<file path="src/rtl/fetch_unit.sv">
// Instruction fetch stage: holds the PC, fetches over a req/ready
// handshake and resolves branch/jump targets from control_unit.
module fetch_unit #(
  parameter logic [31:0] RESET_PC = 32'h0000_0000,
  parameter logic [31:0] NOP_INST = 32'h0000_0013
) (
  input  logic        clk,
  input  logic        rst,
  output logic        imem_req,
  output logic [31:0] imem_addr,
  input  logic [31:0] imem_rdata,
  input  logic        imem_ready,
  output logic [31:0] inst,
  output logic        inst_valid,
  output logic [31:0] pc,
  output logic [31:0] pc_plus4,
  input  logic        stall,
  input  logic        b_beq,
  input  logic        b_jal,
  input  logic        b_jalr,
  input  logic        alu_zero,
  input  logic [31:0] imm,
  input  logic [31:0] alu_result,
  output logic        misaligned
);

  typedef enum logic [2:0] {
    IDLE,
    FETCH,
    WAIT,
    ISSUE,
    HALT
  } state_e;

  state_e      state_q, state_d;
  logic [31:0] pc_q, pc_d;
  logic [31:0] inst_q, inst_d;
  logic        valid_q;
  logic        mis_q, mis_d;
  logic [31:0] next_pc;

  always_comb begin
    next_pc = pc_q + 32'd4;
    if (b_jalr) begin
      next_pc = alu_result & ~32'h1;
    end else if (b_jal || (b_beq && alu_zero)) begin
      next_pc = pc_q + imm;
    end
  end

  always_comb begin
    state_d = state_q;
    pc_d    = pc_q;
    inst_d  = inst_q;
    mis_d   = mis_q;
    unique case (state_q)
      IDLE: state_d = FETCH;
      FETCH, WAIT: begin
        if (imem_ready) begin
          inst_d  = imem_rdata;
          state_d = ISSUE;
        end else begin
          state_d = WAIT;
        end
      end
      ISSUE: begin
        if (!stall) begin
          pc_d   = next_pc;
          inst_d = NOP_INST;
          // A misaligned target still lands in pc so it can be inspected
          if (next_pc[1:0] != 2'b00) begin
            mis_d   = 1'b1;
            state_d = HALT;
          end else begin
            state_d = FETCH;
          end
        end
      end
      HALT: state_d = HALT;
      default: state_d = IDLE;
    endcase
  end

  always_ff @(posedge clk) begin
    if (rst) begin
      state_q <= IDLE;
      pc_q    <= RESET_PC;
      inst_q  <= NOP_INST;
      valid_q <= 1'b0;
      mis_q   <= 1'b0;
    end else begin
      state_q <= state_d;
      pc_q    <= pc_d;
      inst_q  <= inst_d;
      valid_q <= (state_d == ISSUE);
      mis_q   <= mis_d;
    end
  end

  assign imem_req   = (state_q == FETCH) || (state_q == WAIT);
  assign imem_addr  = pc_q;
  assign pc         = pc_q;
  assign pc_plus4   = pc_q + 32'd4;
  assign inst       = inst_q;
  assign inst_valid = valid_q;
  assign misaligned = mis_q;

endmodule

</file>
<file path="config.mk">
export PLATFORM = sky130hd
export DESIGN_NAME = fetch_unit
export DESIGN_NICKNAME = d
export VERILOG_FILES = /design/src/rtl/fetch_unit.sv
export SDC_FILE = /design/constraint.sdc
export NUM_CORES = 1
export LEC_CHECK = 0
export BUFFER_PORTS_ARGS = -buffer_cell sky130_fd_sc_hd__buf_2
export CORE_MARGIN = 2
export CORE_UTILIZATION = 36
export CTS_BUF_LIST = sky130_fd_sc_hd__clkbuf_4
export CTS_CLUSTER_SIZE = 20
export DETAILED_ROUTE_END_ITERATION = 6
export MAX_ROUTING_LAYER = met4
export PLACE_DENSITY = 0.74
export SLEW_MARGIN = 25
export SYNTH_ARGS = -nofsm -noshare
export SYNTH_HDL_FRONTEND = slang
export SYNTH_SLANG_ARGS = --single-unit
</file>
<file path="constraint.sdc">
create_clock -name clk -period 2.98 [get_ports clk]
set_input_delay 0 -clock clk [delete_from_list [all_inputs] [get_ports clk]]
set_output_delay 0 -clock clk [all_outputs]
set_load 0.005 [all_outputs]
</file>
# Word-level counts from Yosys, hierarchy flattened
# Cells that the tools add are included.
# W data, S select, Z words.
classes:
  bitwise_logic: 1
  n_eq_ne: 7
  n_reduce_logical: 10
  n_mux: 9
  add_sub_neg: 2
ops:
  columns: ["operator", "n"]
  rows:
  - ["$mux W32", 4]
  - ["$pmux W32 S2", 1]
  - ["$add A32 B3 Y32 const B", 1]
  - ["$add A32 B32 Y32", 1]
  - ["$pmux W3 S4", 1]
  - ["$eq A3 B2 Y1 const B", 3]
  - ["$mux W3", 2]
  - ["$reduce_and A3 Y1", 2]
  - ["$ne A2 B2 Y1 const B", 2]
  - ["$reduce_bool A2 Y1", 2]
  - ["$eq A3 B1 Y1 const B", 1]
  - ["$eq A3 B3 Y1 const B", 1]
  - ["$logic_not A3 Y1", 1]
  - ["$logic_or A1 B1 Y1", 2]
  - ["$reduce_and A2 Y1", 1]
  - ["$reduce_or A2 Y1", 1]
  - ["$logic_and A1 B1 Y1", 1]
  - ["$mux W1", 1]
  - ["$not A1 Y1", 1]
totals:
  input_bits: 104
  elab_cells: 34
  ff_bits: 69
  output_inout_bits: 131

# Depth between registers and ports, before layout
logic_depth:
  word_depth: 9
  mapped_depth: 10
  ltp_nobuf: 10

# Worst setup path before layout
# Ideal clock, no wire load.
synth_path:
  kind: "flip-flop to flip-flop"
  start: "register pc_q[0] (netlist: imem_addr[0])"
  end: "register pc_q[26] (netlist: imem_addr[26])"
  t_required_ns: 2.858
  path_buffers: 0
  synth_period_minus_slack_ns: 2.562
  t_arrival_ns: 2.440
  path_slack_ns: 0.418
  setup_ns: 0.122
  path_stages_with_launch: 11
  path_cell_list: "dfxtp_1 -> ha_1 -> fa_1 -> a21o_1 -> a31o_2 -> nand4_1 -> a211oi_1 -> a211o_1 -> or3_1 -> a21oi_1 -> o21ai_1"
synth_via:
  elab_chain_len: 3
  word_cells_on_any_way: 4
  cone_classes: "add/sub: 2; mux: 2"
synth_rtl:
  columns: ["element", "line_no", "source"]
  rows:
  - ["from (decl)", "36", "logic [31:0] pc_q, pc_d;"]
  - ["from (signal assigned)", "93", "pc_q <= pc_d;"]
  - ["$add A32 B3 Y32 / $add A32 B32 Y32 (equally long branches)", "43, 47", null]
  - ["$mux W32 *", "46", "end else if (b_jal || (b_beq && alu_zero)) begin"]
  - ["$mux W32 *", "44", "if (b_jalr) begin"]
# Mark *: on every way between the ends. The rest lies on a longest branch, timed or not.
# A chain may end at the register's enable or synchronous reset.

# Final worst setup path
layout_path:
  start: "register pc_q[0] (netlist: imem_addr[0])"
  end: "register pc_q[14] (netlist: imem_addr[14])"
# The elaborated chain is that of the path after synthesis.

==> impl_metrics.env <==
export IMPL_pwr_share_clk_pct=27.5
export IMPL_cpPeakStageDelay_ps=570
export IMPL_track_usage_pct=25.1
export IMPL_r2r_end="imem_addr[14]"
export IMPL_finalSetupViolCount=0
export IMPL_clock_sinks=69
export IMPL_worstSetupStartpointType="flop"
export IMPL_synth_edf_count=0
export IMPL_clk_latency_ps=470
export IMPL_area_growth_pct=36.6
export IMPL_antenna_found_initial=2
export IMPL_r2r_start="imem_addr[0]"
export IMPL_crit_type="flop to flop"
export IMPL_cp_max_fo=4
export IMPL_layout_worst_path_cycle_share_pct=99.3
export IMPL_outcome="complete, no violations"
export IMPL_die_y_um=127
export IMPL_nets=1128
export IMPL_finClkSkew_ps=17.1
export IMPL_core_area_mm2=0.0150
export IMPL_synth_cell_types=71
export IMPL_maxSlewHeadroom_pct=36.5
export IMPL_dpl_cell_count=1108
export IMPL_cp_common_cell="o211ai_1"
export IMPL_hp_class="input port to flop"
export IMPL_vias=6532
export IMPL_switching_share_pct=35.3
export IMPL_grt_max_degree=48
export IMPL_fin_ws_ps=20.1
export IMPL_clockBufferDepth=2
export IMPL_combPwrFrac_pct=30.6
export IMPL_grt_ovfl_total=0
export IMPL_r2r_setup_slack_ps=20
export IMPL_dpl_hpwl_mm=14.5
export IMPL_placed_area_mm2=0.00672
export IMPL_cts_buffers=9
export IMPL_powerDensity_mw_per_mm2=326
export IMPL_gp_congestion=0.951
export IMPL_internal_power_mw=1.58
export IMPL_tightest_slew_ps=948
export IMPL_min_period_ps=2960
export IMPL_leakagePower_nw=3.61
export IMPL_cap_violations=0
export IMPL_synthCells=728
export IMPL_drive_gt1_share_pct=30.2
export IMPL_critPathBufInv=1
export IMPL_grt_pass1_wl_mm=31.3
export IMPL_slew_viol_final=0
export IMPL_cts_root_buffer="clkbuf_4"
export IMPL_p_seq_share_pct=41.9
export IMPL_postRouteAntennaNets=0
export IMPL_yosys_warnings=0
export IMPL_switchingPower_mw=0.860
export IMPL_rows=45
export IMPL_instances_no_fill=1186
export IMPL_syn_cell_area_mm2=0.00547
export IMPL_required_ps=3400
export IMPL_finalPower_mw=2.44
export IMPL_fin_area_mm2=0.00747
export IMPL_synth_fp_nets=865
export IMPL_cp_slowest_cell="dlygate4sd3_1"
export IMPL_start_util_pct=36.4
export IMPL_die_w_um=127
export IMPL_ys_ff_latch=69
export IMPL_routed_wl_mm=20.3
export IMPL_hold_start="alu_result[1]"
export IMPL_die_area_mm2=0.0162
export IMPL_final_util_pct=49.7
export IMPL_cp_data_arrival_time_ps=3380
export IMPL_crit_family="compound AO/OA/AOI/OAI gates"
export IMPL_syn_area_per_cell_um2=7.51
export IMPL_portBuffers=233
export IMPL_ios=235
export IMPL_rsz0062_at_grt="true"
export IMPL_r2r_cells=11
export IMPL_ir_drop_mv=0.177
export IMPL_grt_pass1_vias=6106
export IMPL_min_path_cells=6
export IMPL_post_route_drc_count=0
export IMPL_synth_ff_type="dfxtp_1"
export IMPL_drtIter0Drc=494
export IMPL_cts_tree="done"
export IMPL_fmax_mhz=338
export IMPL_finalHoldViolCount=0
export IMPL_ys_async_sr_fraction_pct=0
export IMPL_ys_seq_area_share_pct=25.3
export IMPL_crit_chain="ha_1, fa_2, a21o_1, a31o_2, nand4_1, nand2_2, xnor2_1, o211ai_1, o211ai_1, a21oi_1, dlygate4sd3_1"
export IMPL_firstDrtPassIters=5
export IMPL_path_clk_slew_ps=130
export IMPL_holdPathEnd="imem_addr[1]"
export IMPL_pre_cts_slack_ps=207
export IMPL_routedWlPerCell_um=17.1
export IMPL_routed_via_density=5.51
export IMPL_cts_htree_levels=3
export IMPL_end_kind="flop"
## how the worst max path moves through the flow
stage	startpoint	cells past startpoint	to	slack, ps
after floorplan	imem_addr[0]	10	imem_addr[26]	420
after global placement	imem_addr[0]	10	imem_addr[26]	220
after detailed placement	imem_addr[1]	9	imem_addr[27]	210
after CTS	imem_addr[0]	11	imem_addr[14]	10
after global routing	imem_addr[0]	11	imem_addr[14]	-70
final	imem_addr[0]	11	imem_addr[14]	20
## tightest hold or removal path, cell delays in order
cell and delay (ps):
buf_2 80, nand2_1 40, o21ai_0 60, buf_4 120
nand2_1 50, a21oi_1 100
## cell type report
type                    count  area (um^2)
flip-flops and latches     69         1380
diodes                      2         5.00
multi-input cells         579         3670
clock inverters             7         72.6
fillers                  1482         7570
repair buffers            322         2000
clock buffers               9         67.6
inverters                  10         37.5
well taps                 188          235
## synth_stat cells (all sizes together) (3+ instances only)
library cell | number | area, um^2
clkbuf | 31 | 118
xnor2 | 26 | 228
a21o | 12 | 90.1
ha | 32 | 400
o21ai | 36 | 180
a211oi | 8 | 60.1
xor2 | 21 | 184
a311oi | 8 | 70.1
buf | 39 | 279
o211ai | 16 | 135
nor3 | 15 | 80.1
dfxtp | 69 | 1380
o21a | 5 | 37.5
a31oi | 6 | 37.5
inv | 10 | 37.5
nand3 | 53 | 278
a211o | 4 | 35.0
nand2b | 4 | 25.0
and3 | 10 | 62.6
nor2 | 47 | 186
nor3b | 5 | 37.5
o221a | 3 | 33.8
or3 | 13 | 86.3
nand4 | 6 | 43.8
and4 | 4 | 35.0
nand2 | 101 | 379
o21bai | 5 | 37.5
and2 | 5 | 31.3
mux2i | 5 | 50.1
o31ai | 3 | 22.5
o2111ai | 4 | 35.0
nand3b | 4 | 30.0
a21oi | 81 | 413
## cells by family after synthesis
family | Yosys count | share of synthesized area (%)
XOR/XNOR | 47 | 7.53
multiplexers | 6 | 1.12
buffers and inverters | 80 | 7.94
adder cells (fa/ha/maj) | 33 | 7.69
AND/OR/NAND/NOR | 278 | 24.9
flip-flops | 69 | 25.3
AO/OA/AOI/OAI | 215 | 25.6
## per-stage QoR
step / setup TNS [ps] / hold WS [ps]
floorplan: 0 / 95.5
global placement: 0 / 241
detailed placement: 0 / 246
CTS: 0 / 6.89
global route: -65.9 / 56.3
finish: 0 / 34.8
## flip-flops by register name, summed over array words and instances (netlist names)
signal and count:
inst 32, misaligned 1, imem_addr 32, state_q 3
inst_valid 1
## routing by layer
metal,vias up,track usage [%],wire length (um)
met4,0,10.3,655
met5,-,-,0
met1,3010,30.3,8480
met2,318,41.7,9700
met3,51,4.36,1470
li1,3153,-,-
## power by group through the flow
stage	clock, mW	sequential, mW	combinational [mW]
floorplan	0	1.05	0.402
global placement	0	1.04	0.663
detailed placement	0	1.04	0.669
CTS	0.679	1.02	0.734
global route	0.726	1.03	0.819
finish	0.669	1.02	0.746
## placed cells by master, fill, tap and decap left out, types with 3 or more instances in the layout
cell / count
buf_2: 233
nand2_1: 100
a21oi_1: 78
dfxtp_1: 69
dlygate4sd3_1: 60
nand3_1: 52
nor2_1: 44
o21ai_0: 32
ha_1: 32
buf_4: 28
xnor2_1: 26
xor2_1: 21
nor3_1: 14
o211ai_1: 13
or3_1: 12
a21o_1: 12
inv_1: 10
and3_1: 10
clkbuf_4: 9
a211oi_1: 8
a311oi_1: 8
a31oi_1: 6
nand4_1: 5
and2_1: 5
o21bai_1: 5
mux2i_1: 5
nor3b_1: 5
o21a_1: 5
and4_1: 4
nand3b_1: 4
a211o_1: 4
o21ai_1: 4
o2111ai_1: 4
nand2b_1: 4
o221a_2: 3
o211ai_2: 3
o31ai_1: 3
## repair_timing
item,CTS,global route
hold buffers,61,0
endpoints found under the hold margin,62,0
setup buffers,0,0
endpoints found under the setup margin,0,5
gates resized for setup,0,3
(Power assumes the default switching activity.)
